`config.mk`:
```
export PLATFORM = sky130hd
export DESIGN_NAME = key_tdr_lockout
export DESIGN_NICKNAME = d
export VERILOG_FILES = /design/src/rtl/key_tdr_lockout.sv
export SDC_FILE = /design/constraint.sdc
export NUM_CORES = 1
export LEC_CHECK = 0
export ABC_AREA = 1
export CAP_MARGIN = 20
export CORE_MARGIN = 4
export CORE_UTILIZATION = 55
export DETAILED_ROUTE_END_ITERATION = 7
export PLACE_DENSITY = 0.85
export SLEW_MARGIN = 20
export SYNTH_ARGS = -nofsm -noshare
export SYNTH_HDL_FRONTEND = slang
export SYNTH_SLANG_ARGS = --single-unit
```
`constraint.sdc`:
```
create_clock -name Clock -period 1.47 [get_ports Clock]
set_input_delay 0.294 -clock Clock [delete_from_list [all_inputs] [get_ports Clock]]
set_output_delay 0.294 -clock Clock [all_outputs]
set_load 0.03 [all_outputs]
```
`src/rtl/key_tdr_lockout.sv`:
```
// Key test-data register feeding a key-locked SIB comparator, with attempt-count lockout.
// Optional build macro KEY_TDR_SO_MASK_EN forces SO low so key bits never leave the register.
module key_tdr_lockout #(
  parameter int Length      = 128,
  parameter int MaxAttempts = 8
) (
  input  logic              Clock,
  input  logic              RstBar,
  input  logic              SI,
  input  logic              ShiftEN,
  input  logic              CaptureEN,
  input  logic              UpdateEn,
  input  logic              Select,
  output logic              SO,
  output logic [Length-1:0] KBits,
  output logic              Locked
);

  localparam logic [7:0] MAX_CNT = MaxAttempts[7:0];

  typedef enum logic [0:0] {
    ARMED  = 1'b0,
    LOCKED = 1'b1
  } state_t;

  state_t            state_r;
  state_t            state_nxt_s;
  logic [Length-1:0] sr_r;
  logic [Length-1:0] shadow_r;
  logic [7:0]        cnt_r;
  logic              locked_r;
  logic              cap_s;
  logic              shf_s;
  logic              upd_s;
  logic              limit_s;

  // Enable decode: only the highest-priority asserted enable acts, and only when selected.
  always_comb begin
    cap_s = 1'b0;
    shf_s = 1'b0;
    upd_s = 1'b0;
    if (Select) begin
      cap_s = CaptureEN;
      shf_s = ShiftEN & ~CaptureEN;
      upd_s = UpdateEn & ~ShiftEN & ~CaptureEN;
    end else begin
      cap_s = 1'b0;
      shf_s = 1'b0;
      upd_s = 1'b0;
    end
  end

  assign limit_s = ((cnt_r + 8'd1) == MAX_CNT);

  // Next-state logic: LOCKED is absorbing; only the asynchronous reset leaves it.
  always_comb begin
    state_nxt_s = state_r;
    case (state_r)
      ARMED: begin
        if (upd_s && limit_s) state_nxt_s = LOCKED;
        else                  state_nxt_s = ARMED;
      end
      LOCKED:  state_nxt_s = LOCKED;
      default: state_nxt_s = LOCKED;
    endcase
  end

  // State register and registered lockout flag.
  always_ff @(posedge Clock or negedge RstBar) begin
    if (!RstBar) begin
      state_r  <= ARMED;
      locked_r <= 1'b0;
    end else begin
      state_r  <= state_nxt_s;
      locked_r <= (state_nxt_s == LOCKED);
    end
  end

  // Scan shift register: capture loads zeros so the key can never be read back.
  always_ff @(posedge Clock or negedge RstBar) begin
    if (!RstBar) begin
      sr_r <= '0;
    end else if (cap_s) begin
      sr_r <= '0;
    end else if (shf_s) begin
      sr_r <= {SI, sr_r[Length-1:1]};
    end else begin
      sr_r <= sr_r;
    end
  end

  // Shadow key and saturating attempt counter; the limit-hitting update still lands.
  always_ff @(posedge Clock or negedge RstBar) begin
    if (!RstBar) begin
      shadow_r <= '0;
      cnt_r    <= 8'd0;
    end else if (state_r == LOCKED) begin
      shadow_r <= '0;
      cnt_r    <= cnt_r;
    end else if (upd_s) begin
      shadow_r <= sr_r;
      cnt_r    <= (cnt_r == MAX_CNT) ? cnt_r : (cnt_r + 8'd1);
    end else begin
      shadow_r <= shadow_r;
      cnt_r    <= cnt_r;
    end
  end

`ifdef KEY_TDR_SO_MASK_EN
  assign SO = 1'b0;
`else
  assign SO = sr_r[0];
`endif

  assign KBits  = shadow_r;
  assign Locked = locked_r;

endmodule
```
==> results.yml, run 1 <==
clock_tree:
  clock-sinks: 265
  cts_tree: "yes"
  clkLatencyLatePin_ns: 0.52
  numCtsBuffers: 27
  cts_max_level: 1
  clkTransAtPathRegs_ns: 0.06
  root_buffer: "clkbuf_16"
  clk_path_buf_depth: 3
worst_setup_path:
  cp-start-kind: "flop"
  worst-endpoint-arrival_ns: 1.13
  crit_start: "Locked"
  critPathMaxStageDelay_ns: 0.44
  path_delay_family: "flip-flops"
  criticalPathCategory: "reg2out"
  critPathBufInv: 1
  cp.required_ns: 1.18
  worst_path_max_delay_cell: "dfrtp_2"
  cp-end-kind: "output pin"
  crit_chain: "buf_4"
  critPathMaxFanout: 3
  reg2reg_from: "cnt_r[1]"
final_layout:
  fin_util_pct: 67.65
  areaGrowthSynthToFinish_pct: 20.61
  diodes: 0
  fillers: 1450
  most-common-layout-cells: "264 x dfrtp_1, 264 x nand3_1, 153 x o21ai_0"
  nets: 1203
  final_area_mm2: 0.01265
  final_cells: 1446
  drive_above_1_share_pct: 19.88
floorplanning:
  die_h_um: 146.1
  die_x_um: 146.1
  rows: 50
  num_io_pins: 137
  die_area_mm2: 0.02135
  coreArea_mm2: 0.01871
  start_util_pct: 56.09
timing:
  skew_ns: 0.01264
  fin_crit_ns: 1.427
  rsz0062_at_grt: "false"
  hold_violations: 0
  max_freq_mhz: 700.7
  final_max_slew_viol_count: 0
  slew_headroom_pct: 72.38
  layout_setup_ws_ns: 0.04292
  setup_viol: 0
  period_share_pct: 97.08
  worst_pin_slew_ns: 0.4143
job:
  drv_cap: 0
global_routing:
  grt_pass1_wl_um: 39900
  grt_usage_pct: 22.02
  antenna_found_initial: 0
  grt_max_degree: 55
  grt-ovfl-total: 0
  grt_pass1_vias: 7904
route:
  num_vias: 7971
  drc_errors: 0
  viasPerCell: 5.512
  wirelength_um: 23440
  wl_per_cell_um: 16.21
  drtAntennaViolNets: 0
  first_pass_iters: 5
  drtIter0Drc: 641
status:
  status: "complete, no violations"
synth:
  syn_area_mm2: 0.01049
  synth_seq_area_share_pct: 63.20
  ys_ff_latch: 265
  synth_warnings: 0
  postSynthNetCount: 1072
  syn_avg_cell_area_um2: 9.880
  synthCells: 1062
  yosys.cell_types.count: 18
power_and_ir_drop:
  power_leakage_nw: 5.886
  peakVddDrop_mv: 0.7603
  total_power_w: 0.01440
  power_density_mw_per_mm2: 1138
placed_design:
  dp_hpwl_um: 15020
  numPortBuffers: 136
  dp.cells: 1394
  routabilityCongestion: 0.8256
  dpl_cell_area_mm2: 0.01237
  preCtsSetupSlack_ns: -0.3560
min_path:
  worst_hold_path_type: "in2async"
sequential cells by signal (all words and copies together), names as in the netlist:
name	count
KBits	128
cnt_r	8
Locked	1
sr_r	128
through the flow:
| stage | setup TNS [ns] | hold WS [ns] |
|---|---|---|
| 3_3_place_gp | -56.04 | 0.2391 |
| 4_1_cts | 0 | 0.2863 |
| 5_1_grt | 0 | 0.3146 |
| 3_5_place_dp | -69.64 | 0.2351 |
| 2_1_floorplan | 0 | -0.001591 |
| 6_report | 0 | 0.2816 |
cells in the mapped netlist:
library cell    n  area [µm²]
buf_1           5       18.77
buf_2          24       120.1
buf_6          12       135.1
clkbuf_1       43       161.4
dfrtp_1       265        6631
ha_1            3       37.54
inv_1         143       536.8
inv_2           1       3.750
nand2_1        23       86.33
nand3_1       265        1326
nand3_2         1       10.01
nor2_1          7       26.28
nor2_2          2       12.51
o21ai_0       154       770.7
o21ai_1       102       510.5
o21ai_2         9       78.83
xnor2_1         1       8.760
xor2_1          2       17.52
routing by layer:
layer | wire, µm | track usage [%] | up-vias
li1 | - | - | 3821
met1 | 9966 | 30.58 | 3880
met2 | 11500 | 36.14 | 226
met3 | 1393 | 4.128 | 44
met4 | 580 | 6.021 | 0
met5 | 0 | 0 | -
logic make-up (layout without fill, tap and decap cells):
logic type / Yosys count / in the layout / share of synthesized area [%]
AND/OR/NAND/NOR: 298 / 298 / 13.93
XOR/XNOR: 3 / 3 / 0.2505
flip-flops: 265 / 265 / 63.20
buffers and inverters: 228 / 378 / 9.301
adder cells (fa/ha/maj): 3 / 3 / 0.3578
AO/OA/AOI/OAI: 265 / 265 / 12.96
where the power goes:
part | internal, W | total (W) | switching (W)
combinational | 0.000156 | 0.000521 | 0.000365
sequential | 0.00730 | 0.00731 | 0.00000602
clock | 0.00387 | 0.00657 | 0.00270
total | 0.0113 | 0.0144 | 0.00307
final timing paths:
kind | endpoint | slack, ns | cells past startpoint
worst min register to register | KBits[3] | 0.51 | 2
worst min-delay path | sr_r[56] | 0.28 | 2
worst max register to register | Locked | 0.11 | 7
worst max-delay path | Locked | 0.04 | 1
min in group Clock | sr_r[127] | 0.40 | 3
max in group asynchronous | KBits[94] | 0.56 | 3
repair_timing:
item	CTS	global route
buffers inserted	0	3
hold buffers	1	0
pin swaps	0	1
endpoints found under the hold margin	39	0
setup endpoints to repair	131	5
resized for setup	648	8
cell type report:
type	instances	area, µm²	area share (%)
Clock buffer	42	792.0	6.259
Clock inverter	6	61.31	0.4845
Inverter	144	548.0	4.331
Multi-Input combinational cell	569	2942	23.25
Sequential cell	265	6633	52.41
Tap cell	234	292.8	2.314
Timing Repair Buffer	186	1386	10.96
No activity file was read; power rests on OpenSTA's default activity.
==> inputs of run 2 (changes only) <==
ABC_CLOCK_PERIOD_IN_PS = 1470   (was not set)
CORE_MARGIN = 3   (was 4)
==> results.yml, run 2 (synthesis gave the netlist of run 1 again) <==
worst_setup_path:
  path_delay_family: "flip-flops"
  criticalPathCategory: "reg2out"
  worst_path_max_delay_cell: "dfrtp_1"
  critPathBufInv: 1
  worst-endpoint-arrival_ns: 1.13
  rr_worst_depth: 7
  critPathMaxFanout: 2
  reg2reg_to: "cnt_r[6]"
  critPathMaxStageDelay_ns: 0.39
  cp-start-kind: "flop"
  cp.required_ns: 1.18
  crit_cells: 1
  crit_chain: "buf_2"
  ff2ff_setup_slack_ns: 0.07
  cp-end-kind: "output pin"
  endpoint: "KBits[17]"
  crit_start: "KBits[17]"
  reg2reg_from: "cnt_r[1]"
placed_design:
  dpl_cell_area_mm2: 0.01240
  numPortBuffers: 136
  preCtsSetupSlack_ns: -0.4288
  dp_hpwl_um: 15040
  routabilityCongestion: 0.8225
  dp.cells: 1393
timing:
  rsz0062_at_grt: "true"
  final_max_slew_viol_count: 0
  skew_ns: 0.01243
  layout_setup_ws_ns: 0.04766
  slew_headroom_pct: 68.41
  worst_pin_slew_ns: 0.4739
  fin_crit_ns: 1.422
  hold_violations: 0
  setup_viol: 0
  period_share_pct: 96.76
  max_freq_mhz: 703.1
  hold_slack_ns: 0.3070
final_layout:
  areaGrowthSynthToFinish_pct: 20.71
  most-common-layout-cells: "265 x dfrtp_1, 264 x nand3_1, 153 x o21ai_0"
  diodes: 0
  fillers: 1394
  final_common_cell: "dfrtp_1"
  nets: 1206
  drive_above_1_share_pct: 19.59
  final_area_mm2: 0.01267
  final_cells: 1444
global_routing:
  grt-ovfl-total: 0
  antenna_found_initial: 0
  grt_pass1_wl_um: 39370
  grt_max_degree: 63
  grt_pass1_vias: 7853
  grt_usage_pct: 23.11
power_and_ir_drop:
  total_power_w: 0.01431
  peakVddDrop_mv: 0.7616
  clkPwrFrac_pct: 45.1
  power_leakage_nw: 5.886
  seqPwrFrac_pct: 51.1
  swShare_pct: 21.33
  p_sw_w: 0.003054
  power_density_mw_per_mm2: 1130
  pwr-share-comb_pct: 3.8
  p_int_w: 0.01126
route:
  wl_met1_um: 10280
  wl_per_cell_um: 16.66
  drc_errors: 0
  routed.top_layer: "met4"
  wl_met3_um: 1277
  wl_met2_um: 11770
  wirelength_um: 24060
  drtIter0Drc: 607
  viasPerCell: 5.566
  num_vias: 8038
  first_pass_iters: 5
  drtAntennaViolNets: 0
floorplanning:
  num_io_pins: 137
  die_area_mm2: 0.02077
  start_util_pct: 57.24
  coreArea_mm2: 0.01833
  rows: 49
  die_x_um: 144.1
  die_h_um: 144.1
job:
  drv_cap: 0
clock_tree:
  cts_tree: "yes"
  cts_max_level: 1
  numCtsBuffers: 27
  clkLatencyLatePin_ns: 0.51
  clock-sinks: 265
  clkTransAtPathRegs_ns: 0.06
  root_buffer: "clkbuf_16"
  clk_path_buf_depth: 3
min_path:
  worst_hold_path_type: "in2async"
status:
  status: "complete, no violations"
## run 2: changes by cell type in the layout (fill, tap and decap cells not counted), sizes merged
cell / previous run / this run
buf: 180 / 183
clkbuf: 42 / 46
clkinv: 4 / 0
## run 2: layout make-up
| class | count | area (µm²) | area share [%] |
|---|---|---|---|
| Tap cell | 229 | 286.5 | 2.262 |
| Clock inverter | 2 | 38.79 | 0.3062 |
| Timing Repair Buffer | 189 | 1428 | 11.27 |
| Inverter | 144 | 548.0 | 4.327 |
| Sequential cell | 265 | 6631 | 52.36 |
| Multi-Input combinational cell | 569 | 2947 | 23.26 |
| Clock buffer | 46 | 787.0 | 6.214 |
## run 2: power by group through the flow
| stage | combinational (W) | clock (W) | sequential, W |
|---|---|---|---|
| CTS | 0.000552 | 0.00655 | 0.00731 |
| finish | 0.000543 | 0.00646 | 0.00731 |
| floorplan | 0.000201 | 0 | 0.00744 |
| global route | 0.000604 | 0.00685 | 0.00731 |
| detailed placement | 0.000546 | 0 | 0.00744 |
| global placement | 0.000541 | 0 | 0.00744 |
## run 2: worst min path at each step
stage | depth (start not counted) | end | startpoint | slack, ns
floorplan | 0 | KBits[0] | RstBar | -0.002
global placement | 1 | sr_r[60] | RstBar | 0.26
detailed placement | 1 | sr_r[58] | RstBar | 0.26
CTS | 2 | sr_r[57] | RstBar | 0.30
global route | 2 | sr_r[59] | RstBar | 0.33
finish | 2 | sr_r[57] | RstBar | 0.31
## run 2: timing repair
item                                    CTS  global route
cloned                                    0             0
resized for setup                       636            10
hold buffers                              1             0
pin swaps                                 0             3
endpoints found under the setup margin  128             5
hold endpoints to repair                 40             0
buffers inserted                          0             2
## run 2: metrics by stage
| step | util, % | setup TNS, ns |
|---|---|---|
| after floorplan | - | 0 |
| after global placement | 67.65 | -63.27 |
| after detailed placement | 67.65 | -71.53 |
| after CTS | 68.74 | 0 |
| after global routing | 69.09 | -0.1521 |
| final | 69.09 | 0 |
## run 2: layer usage
layer	vias up	track usage, %
met3	58	3.439
met5	-	0
met1	3934	32.05
met4	0	6.888
li1	3815	-
met2	231	38.31
